===== src/rtl/restaura_pc_preemp_pkg.sv =====
// Shared definitions for the preemption save / restore / scheduler slice.
package restaura_pc_preemp_pkg;

  localparam int unsigned NUM_PROC_DEF = 8;
  localparam int unsigned ID_W_DEF     = $clog2(NUM_PROC_DEF);
  localparam int unsigned PC_W         = 32;

  // Restore sequence states; encoding shared with the scheduler.
  typedef enum logic [1:0] {
    IDLE = 2'd0,
    READ = 2'd1,
    LOAD = 2'd2
  } rest_state_e;

endpackage


===== src/rtl/restaura_pc_preemp_tabela.sv =====
// pc_ctx_tabela: saved-PC register file (1 write / 1 read) with per-slot
// valid bits, save/clear ports and same-cycle write-to-read bypass.
module pc_ctx_tabela
  import restaura_pc_preemp_pkg::*;
#(
  parameter int unsigned NUM_PROC = NUM_PROC_DEF,
  parameter int unsigned ID_W     = $clog2(NUM_PROC)
) (
  input  logic                clk,
  input  logic                reset,
  input  logic                save_en,
  input  logic [ID_W-1:0]     save_id,
  input  logic [PC_W-1:0]     saved_pc,
  input  logic                clear_en,
  input  logic [ID_W-1:0]     clear_id,
  input  logic [ID_W-1:0]     rd_id,
  input  logic [PC_W-1:0]     rd_dflt,
  output logic [PC_W-1:0]     rd_pc,
  output logic [NUM_PROC-1:0] slot_valid
);

  logic [PC_W-1:0]     tbl_q [NUM_PROC];
  logic [PC_W-1:0]     tbl_d [NUM_PROC];
  logic [NUM_PROC-1:0] valid_q;
  logic [NUM_PROC-1:0] valid_d;

  // Next table/valid state; save is applied after clear so it wins.
  always_comb begin
    tbl_d   = tbl_q;
    valid_d = valid_q;
    if (clear_en) valid_d[clear_id] = 1'b0;
    if (save_en) begin
      tbl_d[save_id]   = saved_pc;
      valid_d[save_id] = 1'b1;
    end
  end

  // Reading the next-state view gives the same-cycle save/clear bypass.
  always_comb begin
    rd_pc = valid_d[rd_id] ? tbl_d[rd_id] : rd_dflt;
  end

  // Table storage; contents after reset are don't-care.
  always_ff @(posedge clk) begin
    tbl_q <= tbl_d;
  end

  // Valid bits, cleared by reset.
  always_ff @(posedge clk) begin
    if (reset) valid_q <= '0;
    else       valid_q <= valid_d;
  end

  assign slot_valid = valid_q;

endmodule


===== src/rtl/restaura_pc_preemp.sv =====
// Context-restore unit: returns a process's saved PC (or its start address)
// to the PC-select path through an IDLE -> READ -> LOAD sequence.
module restaura_pc_preemp
  import restaura_pc_preemp_pkg::*;
#(
  parameter int unsigned NUM_PROC = NUM_PROC_DEF,
  parameter int unsigned ID_W     = $clog2(NUM_PROC)
) (
  input  logic                clk,
  input  logic                reset,
  input  logic                save_en,
  input  logic [ID_W-1:0]     save_id,
  input  logic [31:0]         saved_pc,
  input  logic                clear_en,
  input  logic [ID_W-1:0]     clear_id,
  input  logic                resume_req,
  input  logic [ID_W-1:0]     resume_id,
  input  logic [31:0]         pc_start,
  output logic                busy,
  output logic                pc_load,
  output logic [31:0]         pc_restore,
  output logic [NUM_PROC-1:0] slot_valid
);

  rest_state_e     state_q, state_d;
  logic [ID_W-1:0] id_q, id_d;
  logic [PC_W-1:0] start_q, start_d;
  logic            busy_q, busy_d;
  logic            pc_load_q, pc_load_d;
  logic [PC_W-1:0] pc_restore_q, pc_restore_d;
  logic [PC_W-1:0] rd_pc;

  pc_ctx_tabela #(
    .NUM_PROC (NUM_PROC),
    .ID_W     (ID_W)
  ) u_tabela (
    .clk        (clk),
    .reset      (reset),
    .save_en    (save_en),
    .save_id    (save_id),
    .saved_pc   (saved_pc),
    .clear_en   (clear_en),
    .clear_id   (clear_id),
    .rd_id      (id_q),
    .rd_dflt    (start_q),
    .rd_pc      (rd_pc),
    .slot_valid (slot_valid)
  );

  // Next-state and next-output logic; outputs are computed one state ahead
  // so busy/pc_load/pc_restore can be plain registers.
  always_comb begin
    state_d      = state_q;
    id_d         = id_q;
    start_d      = start_q;
    busy_d       = 1'b0;
    pc_load_d    = 1'b0;
    pc_restore_d = '0;
    unique case (state_q)
      IDLE: begin
        if (resume_req) begin
          state_d = READ;
          id_d    = resume_id;
          start_d = pc_start;
          busy_d  = 1'b1;
        end
      end
      READ: begin
        state_d      = LOAD;
        busy_d       = 1'b1;
        pc_load_d    = 1'b1;
        pc_restore_d = rd_pc;
      end
      LOAD: begin
        state_d = IDLE;
      end
      default: begin
        state_d = IDLE;
      end
    endcase
  end

  // FSM and registered outputs; reset aborts any sequence in flight.
  always_ff @(posedge clk) begin
    if (reset) begin
      state_q      <= IDLE;
      id_q         <= '0;
      start_q      <= '0;
      busy_q       <= 1'b0;
      pc_load_q    <= 1'b0;
      pc_restore_q <= '0;
    end else begin
      state_q      <= state_d;
      id_q         <= id_d;
      start_q      <= start_d;
      busy_q       <= busy_d;
      pc_load_q    <= pc_load_d;
      pc_restore_q <= pc_restore_d;
    end
  end

  assign busy       = busy_q;
  assign pc_load    = pc_load_q;
  assign pc_restore = pc_restore_q;

endmodule


===== config.mk =====
export PLATFORM = sky130hd
export DESIGN_NAME = restaura_pc_preemp
export DESIGN_NICKNAME = d
export VERILOG_FILES = /design/src/rtl/restaura_pc_preemp_pkg.sv /design/src/rtl/restaura_pc_preemp_tabela.sv /design/src/rtl/restaura_pc_preemp.sv
export SDC_FILE = /design/constraint.sdc
export NUM_CORES = 1
export LEC_CHECK = 0
export ABC_AREA = 0
export BUFFER_PORTS_ARGS = -buffer_cell sky130_fd_sc_hd__buf_2
export CORE_UTILIZATION = 50
export CTS_BUF_LIST = sky130_fd_sc_hd__clkbuf_4 sky130_fd_sc_hd__clkbuf_8
export DETAILED_ROUTE_END_ITERATION = 8
export GPL_ROUTABILITY_DRIVEN = 0
export HOLD_SLACK_MARGIN = 0.05
export PLACE_DENSITY = 0.74
export SYNTH_ARGS = -nofsm -noshare
export SYNTH_HDL_FRONTEND = slang
export SYNTH_SLANG_ARGS = --single-unit

===== constraint.sdc =====
create_clock -name clk -period 5.9 [get_ports clk]
set_clock_uncertainty 0.15 [all_clocks]
set_input_delay 0.885 -clock clk [delete_from_list [all_inputs] [get_ports clk]]
set_output_delay 0.885 -clock clk [all_outputs]
set_load 0.005 [all_outputs]

## Word level (Yosys, flattened, before mapping)

Index checks and enable logic that the tools add are counted.

| word-level totals | value |
|---|---|
| register bits after elaboration | 335 |
| input bits | 78 |
| output and inout bits | 42 |
| logic and storage cells | 58 |

| cells by class | value |
|---|---|
| $lt $le $gt $ge | 8 |
| eq/ne operators | 2 |
| muxes and demuxes | 21 |
| bitwise operators | 6 |
| reductions and logical operators | 6 |

Operators by type and width:

| cell | number |
|---|---|
| bitwise mux 256 bit | 1 |
| 2-to-1 mux 256 bit | 1 |
| 2-to-1 mux 32 bit | 4 |
| binary-select mux 32 bit (select 3 bit) | 1 |
| demux 32 bit (select 3 bit) | 1 |
| 2-to-1 mux 8 bit | 2 |
| < comparator 3 x 4 -> 1 bit, second input constant | 3 |
| AND 8 bit | 1 |
| >= comparator 4 bit, second input constant | 2 |
| NOT 3 -> 4 bit | 2 |
| NOT 8 bit | 1 |
| OR 8 bit | 1 |
| demux 1 bit (select 3 bit) | 2 |
| >= comparator 3 x 1 -> 1 bit, second input constant | 2 |
| 2-to-1 mux 1 bit | 5 |
| < comparator 4 x 1 -> 1 bit, second input constant | 1 |
| one-hot mux 2 bit (2 select lines) | 1 |
| binary-select mux 1 bit (select 3 bit) | 1 |
| logical AND 1 bit | 3 |
| == test 2 x 1 -> 1 bit, second input constant | 1 |
| logical NOT 2 bit | 1 |
| 2-to-1 mux 2 bit | 1 |
| != test 2 bit, second input constant | 1 |
| one-hot mux 1 bit (2 select lines) | 1 |
| other kinds (3) | 3 |

## Depth between registers and ports, before layout

| depth | value |
|---|---|
| word-level depth | 12 |
| depth in mapped cells | 10 |
| gate-level depth less buffers | 6 |

## Hierarchy

From an unflattened synthesis, not the netlist that was laid out.

| unflattened totals | value |
|---|---|
| cell total of the unflattened synthesis | 1409 |
| area, all modules | 14467.6 um^2 |

By module, submodules not included:

| module | times used | cells an instance | area each (um^2) | seq. area each (um^2) |
|---|---|---|---|---|
| pc_ctx_tabela | 1 | 1180 | 11883.9 | 5285.1 |
| restaura_pc_preemp | 1 | 229 | 2583.7 | 1421.4 |

## Worst setup path after synthesis

OpenSTA, ideal clock, no wires.

| timing | value |
|---|---|
| kind | input to register |
| start | in save_id[0] |
| end | reg pc_restore_q[11], in the netlist pc_restore[11] |
| setup time | 0.117 ns |
| data arrival time | 2.467 ns |
| required time | 5.633 ns |
| path slack | 3.166 ns |
| stages | 7 |
| buffers on the path | 2 |
| cells stage by stage | buf_2 > nor4b_4 > buf_2 > mux2_2 > o22ai_1 > nor2_1 > a32o_1 |

RTL lines:

| element | line | text |
|---|---|---|
| from (decl) | restaura_pc_preemp.sv:12 | `input logic [ID_W-1:0] save_id,` |
| to (signal assigned) | restaura_pc_preemp.sv:98 | `pc_restore_q <= pc_restore_d;` |
| to (decl) | restaura_pc_preemp.sv:30 | `logic [PC_W-1:0] pc_restore_q, pc_restore_d;` |

## Final worst setup path

| timing | value |
|---|---|
| start | in save_id[0] |
| end | reg pc_restore_q[5], in the netlist pc_restore[5] |

| on the way | value |
|---|---|
| cells in the longest elaborated chain, start to end | 11 |
| elaborated cells on any way between the ends | 21 |
| those cells by class | order compare (4); mux (13); bitwise (2); reduce/logical (2) |

RTL lines:

| element | line | text |
|---|---|---|
| NOT 3 -> 4 bit (not written as such) | restaura_pc_preemp_tabela.sv:33 | `tbl_d[save_id] = saved_pc;` |
| >= comparator 4 bit (not written as such) / < comparator 4 x 1 -> 1 bit (equally long branches) | restaura_pc_preemp_tabela.sv:33 |  |
| logical AND 1 bit (not written as such) | restaura_pc_preemp_tabela.sv:33 |  |
| 2-to-1 mux 32 bit (not written as such) | restaura_pc_preemp_tabela.sv:33 |  |
| demux 32 bit (select 3 bit) | restaura_pc_preemp_tabela.sv:33 |  |
| bitwise mux 256 bit | restaura_pc_preemp_tabela.sv:33 |  |
| 2-to-1 mux 256 bit | restaura_pc_preemp_tabela.sv:32 | `if (save_en) begin` |
| binary-select mux 32 bit (select 3 bit) | restaura_pc_preemp_tabela.sv:40 | `rd_pc = valid_d[rd_id] ? tbl_d[rd_id] : rd_dflt;` |
| 2-to-1 mux 32 bit (not written as such) (2 in a row) | restaura_pc_preemp_tabela.sv:40 |  |
| 2-to-1 mux 32 bit (*) | restaura_pc_preemp_tabela.sv:40 |  |

Mark *: on every way between the ends. The rest lies on a longest branch, timed or not. The select of a mux whose other input is x is not followed.
A chain may end at the register's enable or synchronous reset.

==> out/qor.csv <==
metric,value,unit
post-DP HPWL,17400,um
vias in the first global route,8645,
top-count cell post-synth,dfxtp_1,
Fill cells,2024,
largest area contributor in the netlist,dfxtp_1,
Root Buffer,clkbuf_8,
Initial DRC Count,443,
post-synthesis cell count,1098,
CTS Buf Count,50,
Die Y,159,um
global-route wire length before repair,47600,um
fmax,324,MHz
clock share of power,35.0,%
"FF+latch count, synth",335,
clock insertion delay at the later pin of the skew report,0.57,ns
Slew HR,29.0,%
RSZ-0062 raised after global routing,no,
Syn Nets,1176,
internal power,4.18,mW
final period utilization,52.3,%
CP Launch Type,input pin,
combinational share of power,14.3,%
H-tree Lvls,2,
Pwr Total,5.51,mW
GRT overflow,0,
initial antenna violation count,2,
cell area after layout,14200,sq um
async set-reset flop share out of synthesis,0,%
post_cts resized,0,
WHS,0.310,ns
distinct cell type count after synthesis,37,
share of layout cells above drive strength 1,36.9,%
worst r2r src,id_q[1],
CTS hold repair buffers,0,
Cell Pwr Density,387,nW/um^2
Post-synth EDFFs,0,
Final WS setup,2.81,ns
"Warnings, synthesis",0,
slowest CP cell,and4bb_2,
Sequential Power Share,50.7,%
Fin Setup TNS,0,ns
register area share after synthesis,54.2,%
critical path's largest stage delay,1.02,ns
CP max FO,33,
Post-synth top cells,"335 x dfxtp_1, 224 x mux2_2, 77 x nor2_1, 74 x nand2_1, 64 x o22ai_1",
Finished Layout Cells,1563,
final wirelength,30200,um
ANT nets after route,0,
DR vias,8795,
Residual DRC,0,
Leakage Power,6.05,nW
Finished Core Util,58.5,%
min-delay src,start_q[7],
outcome,"finished, final reports clean",
Wirelength per Cell,19.3,um
Final Max Slew Viols,0,
clk sink count,335,
Post-DP Area,13200,sq um
postcts setup bufs,0,
core area,24300,sq um
Max-Cap Viols,0,
Main synth FF type,dfxtp_1,
P_sw,1.33,mW
Finish-stage setup viols,0,
Worst Tran Pin Value,1.06,ns
drt pass-1 iters,5,
CP arrival,3.38,ns
CTS tree,done,
vias per cell,5.63,
PortBufs,119,
full die area,25400,sq um
num rows,57,
clk buf depth,3,
Total Nets Final,1282,
"Req. time, crit path",6.19,ns
total track usage,23.8,%
Setup crit end kind,flip-flop,
final hold violation count,0,
CP Cell Sequence,buf_2 -> and4bb_2 -> a21oi_1 -> a22oi_1 -> nand4_1 -> and2_1 -> buf_4 -> a32o_1,
min cycle time layout,3.09,ns
Hold WC Path Type,flip-flop to flip-flop,
syn_area_per_cell,11.3,sq um
I/O Pins,120,
Post-Syn Area,12400,sq um
Sw Ratio,24.1,%
pre-CTS setup slack,2.25,ns
Initial Util,50.9,%
dpl cells,1476,
pin count of the biggest net entering global routing,48,
post-synth top area share,54.2,%
worst vdd ir,151,uV
"CTS clk-pin slew, worst paths",0.06,ns
launch point of the worst path,save_id[0],
CP Class,input pin to flip-flop,
die span in x,159,um
"top cells by area, synth","dfxtp_1 54%, mux2_2 20%, o22ai_1 3.2%",
Area Growth Syn to Fin,14.9,%
-- final timing paths --
kind	endpoint	slack, ns	depth (start not counted)
hold reg to reg	start_q[7]	0.31	2
setup / recovery	pc_restore[5]	2.81	8
setup reg to reg	pc_restore[2]	3.05	6
hold / removal	start_q[7]	0.31	2
-- metal layers --
layer	wire length (um)	vias up	global-route usage [%]
li1	-	4201	-
met1	14000	4290	32.5
met2	14000	254	38.5
met3	1630	48	4.19
met4	564	2	6.95
met5	14	-	0
-- state kept, by name, indices dropped and copies added (netlist names) --
name / count
u_tabela.slot_valid: 8
start_q: 32
u_tabela.tbl_q: 256
pc_load: 1
id_q: 3
busy: 1
state_q: 2
pc_restore: 32
-- area by class of cell --
class	instances	area, sq um	share of cell area (%)
timing repair buffer	136	723	5.09
clock inverter	2	10.0	0.0704
tap	324	405	2.85
antenna	1	2.50	0.0176
sequential	335	6710	47.2
clock buffer	84	1030	7.25
inverter	34	128	0.897
multi-input combinational	647	5210	36.7
-- worst max-delay path, delay by kind of cell --
| family | cells | cell delay [ns] |
|---|---|---|
| buffers and inverters | 2 | 0.45 |
| AND/OR/NAND/NOR | 3 | 1.36 |
| AO/OA/AOI/OAI | 3 | 0.67 |
-- power groups by stage --
stage / logic [mW] / clock network, mW / registers [mW]
after global placement: 0.748 / 0 / 2.82
final: 0.788 / 1.93 / 2.80
after global routing: 0.868 / 2.06 / 2.84
after floorplan: 0.608 / 0 / 2.80
after detailed placement: 0.777 / 0 / 2.84
after CTS: 0.783 / 1.96 / 2.80
-- cell usage in the layout, fill, tap and decap left out, types with 3 or more instances in the layout --
cell,n
dfxtp_1,335
nand4_1,3
o22ai_1,64
nand2_1,73
a21oi_1,39
mux2i_1,32
o32ai_1,32
a21boi_0,4
nand4b_1,5
a211oi_1,32
clkbuf_4,20
buf_2,119
clkbuf_8,64
mux2_2,224
inv_1,34
nor2_1,75
buf_4,17
a32o_1,32
-- cells by family (layout without fill, tap and decap cells) --
kind of cell | after synthesis | in the layout | share of synthesized area [%]
simple gates | 182 | 182 | 6.73
other cells | 0 | 1 | 0
flops | 335 | 335 | 54.2
mux | 256 | 256 | 23.0
buf+inv | 116 | 256 | 3.88
compound gates | 209 | 209 | 12.2
No activity file was read; power rests on OpenSTA's default activity.
